**config.mk**
```make
export PLATFORM = sky130hd
export DESIGN_NAME = program_fetch
export DESIGN_NICKNAME = d
export VERILOG_FILES = /design/src/rtl/program_fetch.sv
export SDC_FILE = /design/constraint.sdc
export NUM_CORES = 1
export LEC_CHECK = 0
export ABC_AREA = 1
export CAP_MARGIN = 20
export CORE_ASPECT_RATIO = 0.7
export CORE_UTILIZATION = 46
export DETAILED_ROUTE_END_ITERATION = 8
export PLACE_DENSITY = 0.84
export SETUP_SLACK_MARGIN = 0.4
export SYNTH_ARGS = -nofsm -noshare
export SYNTH_HDL_FRONTEND = slang
export SYNTH_SLANG_ARGS = --single-unit
export TNS_END_PERCENT = 10
```
**constraint.sdc**
```tcl
create_clock -name clk -period 2.71 [get_ports clk]
set_clock_uncertainty 0.2 [all_clocks]
set_input_delay 0.271 -clock clk [delete_from_list [all_inputs] [get_ports clk]]
set_output_delay 0.271 -clock clk [all_outputs]
set_load 0.02 [all_outputs]
```
**src/rtl/program_fetch.sv**
```systemverilog
// Purpose: program counter plus ROM fetch unit that splits each fetched byte into instr/oprnd nibbles.
// Latency: the byte is valid one cycle after FETCH is entered; sustained rate is one byte every two cycles.
// Backpressure: fetch_valid holds the byte and rom_addr until fetch_ready; load overrides everything but reset.
//
// Ports:
//   clk, reset          system clock, synchronous active-high reset
//   enable              permits new fetches
//   load, load_addr     jump request and target (highest priority after reset)
//   rom_addr            registered PC, drives the ROM address
//   rom_data            ROM read data, combinational from rom_addr
//   instr, oprnd        upper / lower half of the fetched word
//   fetch_valid         instr/oprnd hold a fetched word awaiting handshake
//   fetch_ready         consumer accepts the word this cycle
//   pc_wrap             one-cycle pulse after the PC rolls over from all-ones to zero
module program_fetch #(
    parameter int ADDR_W = 12,
    parameter int DATA_W = 8
) (
    input  logic                clk,
    input  logic                reset,
    input  logic                enable,
    input  logic                load,
    input  logic [ADDR_W-1:0]   load_addr,
    output logic [ADDR_W-1:0]   rom_addr,
    input  logic [DATA_W-1:0]   rom_data,
    output logic [DATA_W/2-1:0] instr,
    output logic [DATA_W/2-1:0] oprnd,
    output logic                fetch_valid,
    input  logic                fetch_ready,
    output logic                pc_wrap
);

    localparam int NIB_W = DATA_W / 2;

    typedef enum logic [1:0] {
        ST_IDLE  = 2'd0,
        ST_FETCH = 2'd1,
        ST_HOLD  = 2'd2
    } state_t;

    state_t state, state_nxt;
    logic   handshake;
    logic   do_capture;
    logic   do_inc;

    assign handshake = fetch_valid & fetch_ready;

    always_ff @(posedge clk) begin
        if (reset) begin
            state <= ST_IDLE;
        end else begin
            state <= state_nxt;
        end
    end

    // Next state plus the datapath strobes. A load short-circuits the state
    // decode so it wins over a simultaneous handshake or capture.
    always_comb begin
        state_nxt  = state;
        do_capture = 1'b0;
        do_inc     = 1'b0;
        if (load) begin
            state_nxt = enable ? ST_FETCH : ST_IDLE;
        end else begin
            case (state)
                ST_IDLE: begin
                    if (enable) begin
                        state_nxt = ST_FETCH;
                    end
                end
                ST_FETCH: begin
                    do_capture = 1'b1;
                    state_nxt  = ST_HOLD;
                end
                ST_HOLD: begin
                    if (handshake) begin
                        do_inc    = 1'b1;
                        state_nxt = enable ? ST_FETCH : ST_IDLE;
                    end
                end
                default: begin
                    state_nxt = ST_IDLE;
                end
            endcase
        end
    end

    // rom_addr only moves on load or increment, so the ROM output is stable
    // for the whole FETCH cycle and for as long as the byte is held.
    always_ff @(posedge clk) begin
        if (reset) begin
            rom_addr    <= '0;
            instr       <= '0;
            oprnd       <= '0;
            fetch_valid <= 1'b0;
            pc_wrap     <= 1'b0;
        end else begin
            pc_wrap <= 1'b0;
            if (load) begin
                rom_addr    <= load_addr;
                fetch_valid <= 1'b0;
            end else if (do_capture) begin
                instr       <= rom_data[DATA_W-1:NIB_W];
                oprnd       <= rom_data[NIB_W-1:0];
                fetch_valid <= 1'b1;
            end else if (do_inc) begin
                rom_addr    <= rom_addr + ADDR_W'(1);
                pc_wrap     <= &rom_addr;
                fetch_valid <= 1'b0;
            end
        end
    end

endmodule

```
==> results of run 1 <==
[worst paths after layout]
kind	start	to	slack (ps)	cells after the start
setup / recovery	rom_addr[7]	rom_addr[7]	840	1
hold reg to reg	oprnd[1]	oprnd[1]	270	2
hold / removal	oprnd[1]	oprnd[1]	270	2
setup reg to reg	rom_addr[1]	rom_addr[10]	1080	8
[cell type report]
cell class                 instances  area [sq um]
clock buffer                       4          55.1
fill                             200           706
inverter                          15          56.3
multi-input combinational        124           643
sequential                        24           480
tap                               34          42.5
timing repair buffer              48           475
[worst register-to-register path, cell delays in order (launching register included)]
cell and delay, ps:
dfxtp_1 430, ha_1 240, nand3_2 120, nor2_4 160, nand2_1 70, nand2_1 70, nand3_1 90, nand2_1 90
a21oi_1 50
[layer usage]
layer | GRT usage [%] | vias up
li1 | - | 653
met1 | 30.2 | 603
met2 | 39.1 | 50
met3 | 7.07 | 7
met4 | 7.44 | 0
met5 | 0 | -
[sequential cells by signal, summed over array words and instances (netlist names)]
name,count
rom_addr,12
instr,4
oprnd,4
state,2
fetch_valid,1
pc_wrap,1
[stage by stage]
step,power [W],cell area (sq um)
after floorplan,0.000463,1200
after global placement,0.000540,1700
after detailed placement,0.000543,1700
after CTS,0.000787,1750
after global routing,0.000816,1750
final,0.000785,1750
[Yosys cell counts, types with 3 or more instances]
cell type,instances
nor2_2,3
inv_2,5
nor2_1,8
nand2_1,41
o21ai_1,4
nand4_1,3
a31oi_1,3
nor2_4,3
nand2_2,3
nand3_1,18
inv_1,10
xor2_1,4
o21ai_0,6
dfxtp_1,24
a21oi_1,19
buf_2,3
[cell families after synthesis]
family	after synthesis	share of synthesized area [%]
buf+inv	19	6.26
compound gates	33	14.4
flops	24	40.1
simple gates	85	34.6
xor+xnor	5	3.65
fa+ha+maj	1	1.04
[where the power goes]
group	internal, W	switching (W)
sequential	0.000369	0.0000200
combinational	0.0000765	0.0000711
clock	0.000130	0.000118
total	0.000576	0.000209
==> key figures, run 1 <==
Placement
  – Place WS: 879 ps
  – PortBufs: 46
  – # placed instances: 245
  – Post-DP HPWL: 2490 um
  – GPL Wtd Cong: ~0.85

STA
  – Worst hold slack: about 270 ps
  – Final hold violation count: 0
  – Tcrit/Tclk final: 69.0%
  – Slew margin rel.: 73.8%
  – Slew Limit Fails: 0
  – Fmax: 535 MHz
  – Setup violators final: 0
  – Setup TNS: 0 ps
  – Final Critical Period: 1870 ps
  – Post-route setup slack: approximately 840 ps
  – RSZ-0062 raised after global routing: no
  – Pin slew with the least headroom to its limit: 392 ps

Clocking
  – CTS tree: built
  – H-tree depth: 1
  – Clk slew on worst S/H paths: roughly 90 ps
  – Cts bufs inserted: 3
  – CTS-repair resized insts: 0
  – Clock root buffer: clkbuf_8
  – Clock sink count: 24
  – Post-CTS setup buffers: 0
  – Clock buffer depth: 2
  – Clock latency on the worst-skew pair: 280 ps
  – Cts hold-fix bufs: 0

Setup path
  – CP Max Fanout: 6
  – CP Capture Type: output port
  – WS Path Type: reg -> out
  – Delay-heaviest family, CP: buffers and inverters
  – Worst path slowest cell: clkdlybuf4s50_1
  – Crit-path cells: clkdlybuf4s50_1
  – Startpoint Class: flop
  – Slowest stage delay, CP: roughly 660 ps
  – Req. time, crit path: between 2000 and 2500 ps
  – CP bufs+invs: 1
  – Worst EP arrival: between 1000 and 1500 ps

Layout
  – Core Util, Final: 71.3%
  – Layout cells sized above 1: roughly 11%
  – Commonest non-fill, non-tap cell in the layout: clkdlybuf4s50_1
  – Most frequent cells in the layout: clkdlybuf4s50_1 (46), nand2_1 (41), dfxtp_1 (24)
  – Non-Filler Instances: 249
  – # nets final: 242
  – N_diodes: 0
  – P&R area growth vs syn: 46.2%

Routing
  – DR pass1 iterations: 4
  – Via count: 1313
  – Post-route DRC: 0
  – Post-DRT Antenna Nets: 0
  – WL met3: 263 um
  – Routed vias/inst: 5.27
  – Routed wire length: 3250 um
  – DR WL/cell: 13.0 um
  – Met1 Wirelength: 1430 um
  – WL met2: 1520 um
  – Highest metal used: met4
  – Drt first-iter violations: approximately 130

Synthesis
  – Syn Nets: 193
  – Synth top area share: 40.1%
  – Main synth FF type: dfxtp_1
  – #FFs+latches synth: 24
  – Synthesized instance count: 167
  – EDFF count, synth: 0
  – Synth Warn #: 0
  – Async SR Flop Fraction: 0%
  – Yosys cell types: 25
  – Syn_area_per_cell: between 7 and 8 sq um
  – Largest cells by area after synthesis: dfxtp_1 (40%), nand2_1 (13%), a21oi_1 (7.9%), nand3_1 (7.5%), inv_1 (3.1%)
  – Dominant cell type by area after synthesis: dfxtp_1
  – Cell area after synthesis: ~1200 sq um
  – Register area share after synthesis: 40.1%

Run status
  – Outcome: complete, no violations

GRT
  – GR Overflow Total: 0
  – Pin count of the biggest net entering global routing: 18
  – Global Route Usage Sum: 23.7%
  – Vias in the first global route: 1188
  – Initial antenna violation count: 0
  – First-pass GRT wire length: between 5000 and 6000 um

Pwr
  – Worst VDD drop: a little over 0.0004 V
  – Power per Cell Area: about 450 nW/um^2
  – Leakage: 0.608 nW

Die
  – Starting density of the core: 48.8%
  – Core area: 2460 sq um
  – Die X: 63.0 um
  – Total die area: 2820 sq um
  – I/O Pins: 47
  – Chip Height: roughly 45 um
  – Num rows: 15

Run
  – Maxcap violations: 0

Hold path
  – Worst hold path type: reg -> reg
(Power assumes the default switching activity.)
==> inputs of run 2 (changes only) <==
--- a/config.mk
+++ b/config.mk
@@ -8,9 +8,9 @@
 export ABC_AREA = 1
 export CAP_MARGIN = 20
 export CORE_ASPECT_RATIO = 0.7
-export CORE_UTILIZATION = 46
+export CORE_UTILIZATION = 43
 export DETAILED_ROUTE_END_ITERATION = 8
-export PLACE_DENSITY = 0.84
+export PLACE_DENSITY = 0.79
 export SETUP_SLACK_MARGIN = 0.4
 export SYNTH_ARGS = -nofsm -noshare
 export SYNTH_HDL_FRONTEND = slang
==> constraint.sdc (replaced) <==
create_clock -name clk -period 1.72 [get_ports clk]
set_clock_uncertainty 0.2 [all_clocks]
set_input_delay 0.172 -clock clk [delete_from_list [all_inputs] [get_ports clk]]
set_output_delay 0.172 -clock clk [all_outputs]
set_load 0.02 [all_outputs]
==> run 2 against run 1 <==
Combinational power grew 59%. Total power grew 52%. Final cell count is 2.0% higher. Worst setup slack got worse by 690 ps. Final area grew 4.2%. Wire length grew 10%. Clock power up 37%. Hold slack worse by 23 ps. Count of clock-buffer cells in the layout stayed put. Core utilization up 0.27 points. Flip-flop and latch count unchanged. Non-clock buffer count rose by 5. Critical path type unchanged. Critical endpoint is now instr[3].
==> key figures, run 2 (synthesis gave the netlist of run 1 again) <==
STA
  – Tcrit/Tclk final: approximately nine tenths
  – Slew margin rel.: 80.7% (+6.9 points)
  – Final hold violation count: 0 (unchanged)
  – Setup TNS: 0 ps (unchanged)
  – Fmax: 637 MHz
  – Pin slew with the least headroom to its limit: 287 ps (-105 ps)
  – Post-route setup slack: 151 ps (-690 ps)
  – Setup violators final: 0 (unchanged)
  – Final Critical Period: 1570 ps
  – RSZ-0062 raised after global routing: yes
  – Slew Limit Fails: 0 (unchanged)

GRT
  – Pin count of the biggest net entering global routing: 17 (-1)
  – First-pass GRT wire length: 5260 um (+3.4%)
  – Global Route Usage Sum: 23.8% (+0.12 points)
  – GR Overflow Total: 0 (unchanged)
  – Initial antenna violation count: 0 (unchanged)
  – Vias in the first global route: 1140 (-4.0%)

Pwr
  – Worst VDD drop: 0.000420 V (+4.5%)
  – Leakage: 0.739 nW (+22%)
  – Power per Cell Area: 652 nW/um^2 (+46%)

Setup path
  – Worst EP arrival: 1200 ps (-200 ps)
  – CP Max Fanout: 2 (-4)
  – Crit-path cells: clkdlybuf4s50_1
  – CP bufs+invs: 1 (unchanged)
  – Startpoint Class: flop
  – CP startpoint: instr[3]
  – Req. time, crit path: 1350 ps (-890 ps)
  – Crit. path cell count: 1 (unchanged)
  – Worst path slowest cell: clkdlybuf4s50_1
  – R2R Setup Slk: 270 ps (-810 ps)
  – Delay-heaviest family, CP: buffers and inverters
  – CP Capture Type: output port
  – FF-to-FF Start: rom_addr[1]
  – WS Path Type: reg -> out
  – Slowest stage delay, CP: 600 ps (-60 ps)
  – Worst-case reg-to-reg path depth: 8 (unchanged)

Layout
  – Core Util, Final: 71.6% (+0.27 points)
  – P&R area growth vs syn: 52.4%
  – N_diodes: 0 (unchanged)
  – Max FFs per register: 12 (unchanged)
  – # nets final: 247 (+2.1%)
  – Most frequent cells in the layout: nand2_1 (40), clkdlybuf4s50_1 (26), a21oi_1 (18)
  – Largest Register: rom_addr
  – Largest regs: rom_addr: 12 flops, instr: 4 flops, oprnd: 4 flops
  – Commonest non-fill, non-tap cell in the layout: nand2_1
  – Layout cells sized above 1: 20.5% (+9.3 points)

Run status
  – Outcome: complete, no violations

Die
  – Total die area: 3010 sq um (+6.7%)
  – Num rows: 15 (unchanged)
  – Chip Height: 46.2 um (+3.3%)
  – Starting density of the core: 47.0% (-1.8 points)
  – I/O Pins: 47 (unchanged)
  – Die X: 65.1 um (+3.3%)
  – Core area: 2550 sq um (+3.8%)

Hold path
  – Worst hold path type: in -> reg
  – WHS Path Cells: 3 (+1)
  – Hold path start: enable

Routing
  – Via count: 1370 (+4.3%)
  – Routed vias/inst: 5.39 (+2.3%)
  – Routed wire length: 3590 um (+10%)
  – Drt first-iter violations: 71 (-43%)
  – Post-DRT Antenna Nets: 0 (unchanged)
  – DR WL/cell: 14.1 um (+8.3%)
  – Post-route DRC: 0 (unchanged)
  – DR pass1 iterations: 5 (+1)

Run
  – Maxcap violations: 0 (unchanged)

Clocking
  – Clock root buffer: clkbuf_8
  – CTS tree: built
  – H-tree depth: 1 (unchanged)
  – Cts bufs inserted: 3 (unchanged)
  – Clock buffer depth: 2 (unchanged)
  – Clock latency on the worst-skew pair: 270 ps (about the same)
  – Clk slew on worst S/H paths: 80 ps (about the same)
  – Clock sink count: 24 (unchanged)

Placement
  – GPL Wtd Cong: 0.897 (+5.9%)
  – Place WS: 36.1 ps (-843 ps)
  – Post-DP HPWL: 2630 um (+5.6%)
  – PortBufs: 46 (unchanged)
run 2: changes by cell type in the layout (fill, tap and decap cells not counted), moves of 2 or more:
cell	before	now
dfxtp_4	0	2
dlymetal6s2s_1	0	3
clkdlybuf4s50_1	46	26
dfxtp_1	24	15
buf_4	2	7
clkdlybuf4s15_2	0	3
nand3_1	18	16
dfxtp_2	0	7
dlygate4sd2_1	0	14
run 2: metrics by stage:
step	power (W)	std cells	area (sq um)	hold WS (ps)
6_report	0.00119	254	1830	248
3_3_place_gp	0.000860	249	1740	251
3_5_place_dp	0.000866	249	1740	257
2_1_floorplan	0.000731	167	1210	103
5_1_grt	0.00125	254	1830	257
4_1_cts	0.00118	253	1780	256
run 2: power by group:
group	switching, W	internal [W]
registers	0.0000322	0.000583
logic	0.000120	0.000117
clock network	0.000174	0.000166
run 2: what timing repair did:
action | in CTS | in global routing
hold endpoints to repair | 0 | 0
pin swaps | 0 | 4
hold buffers | 0 | 0
endpoints found under the setup margin | 44 | 45
gates resized for setup | 26 | 9
buffers inserted | 0 | 1
run 2: path summary, 6_finish.rpt:
path                  end
max              instr[3]
min              state[0]
max reg2reg  rom_addr[10]
min reg2reg      instr[3]
run 2: metal layers:
layer / part of all wire (%) / global-route usage, %
met2: 47 / 39.2
met1: 42 / 31.5
met3: 10 / 7.67
met4: 0.70 / 3.04
met5: 0 / 0
run 2: cell type report:
class | instances | area, sq um
Clock buffer | 4 | 45.0
Fill cell | 213 | 726
Inverter | 15 | 56.3
Multi-Input combinational cell | 124 | 679
Sequential cell | 24 | 497
Tap cell | 34 | 42.5
Timing Repair Buffer | 53 | 507
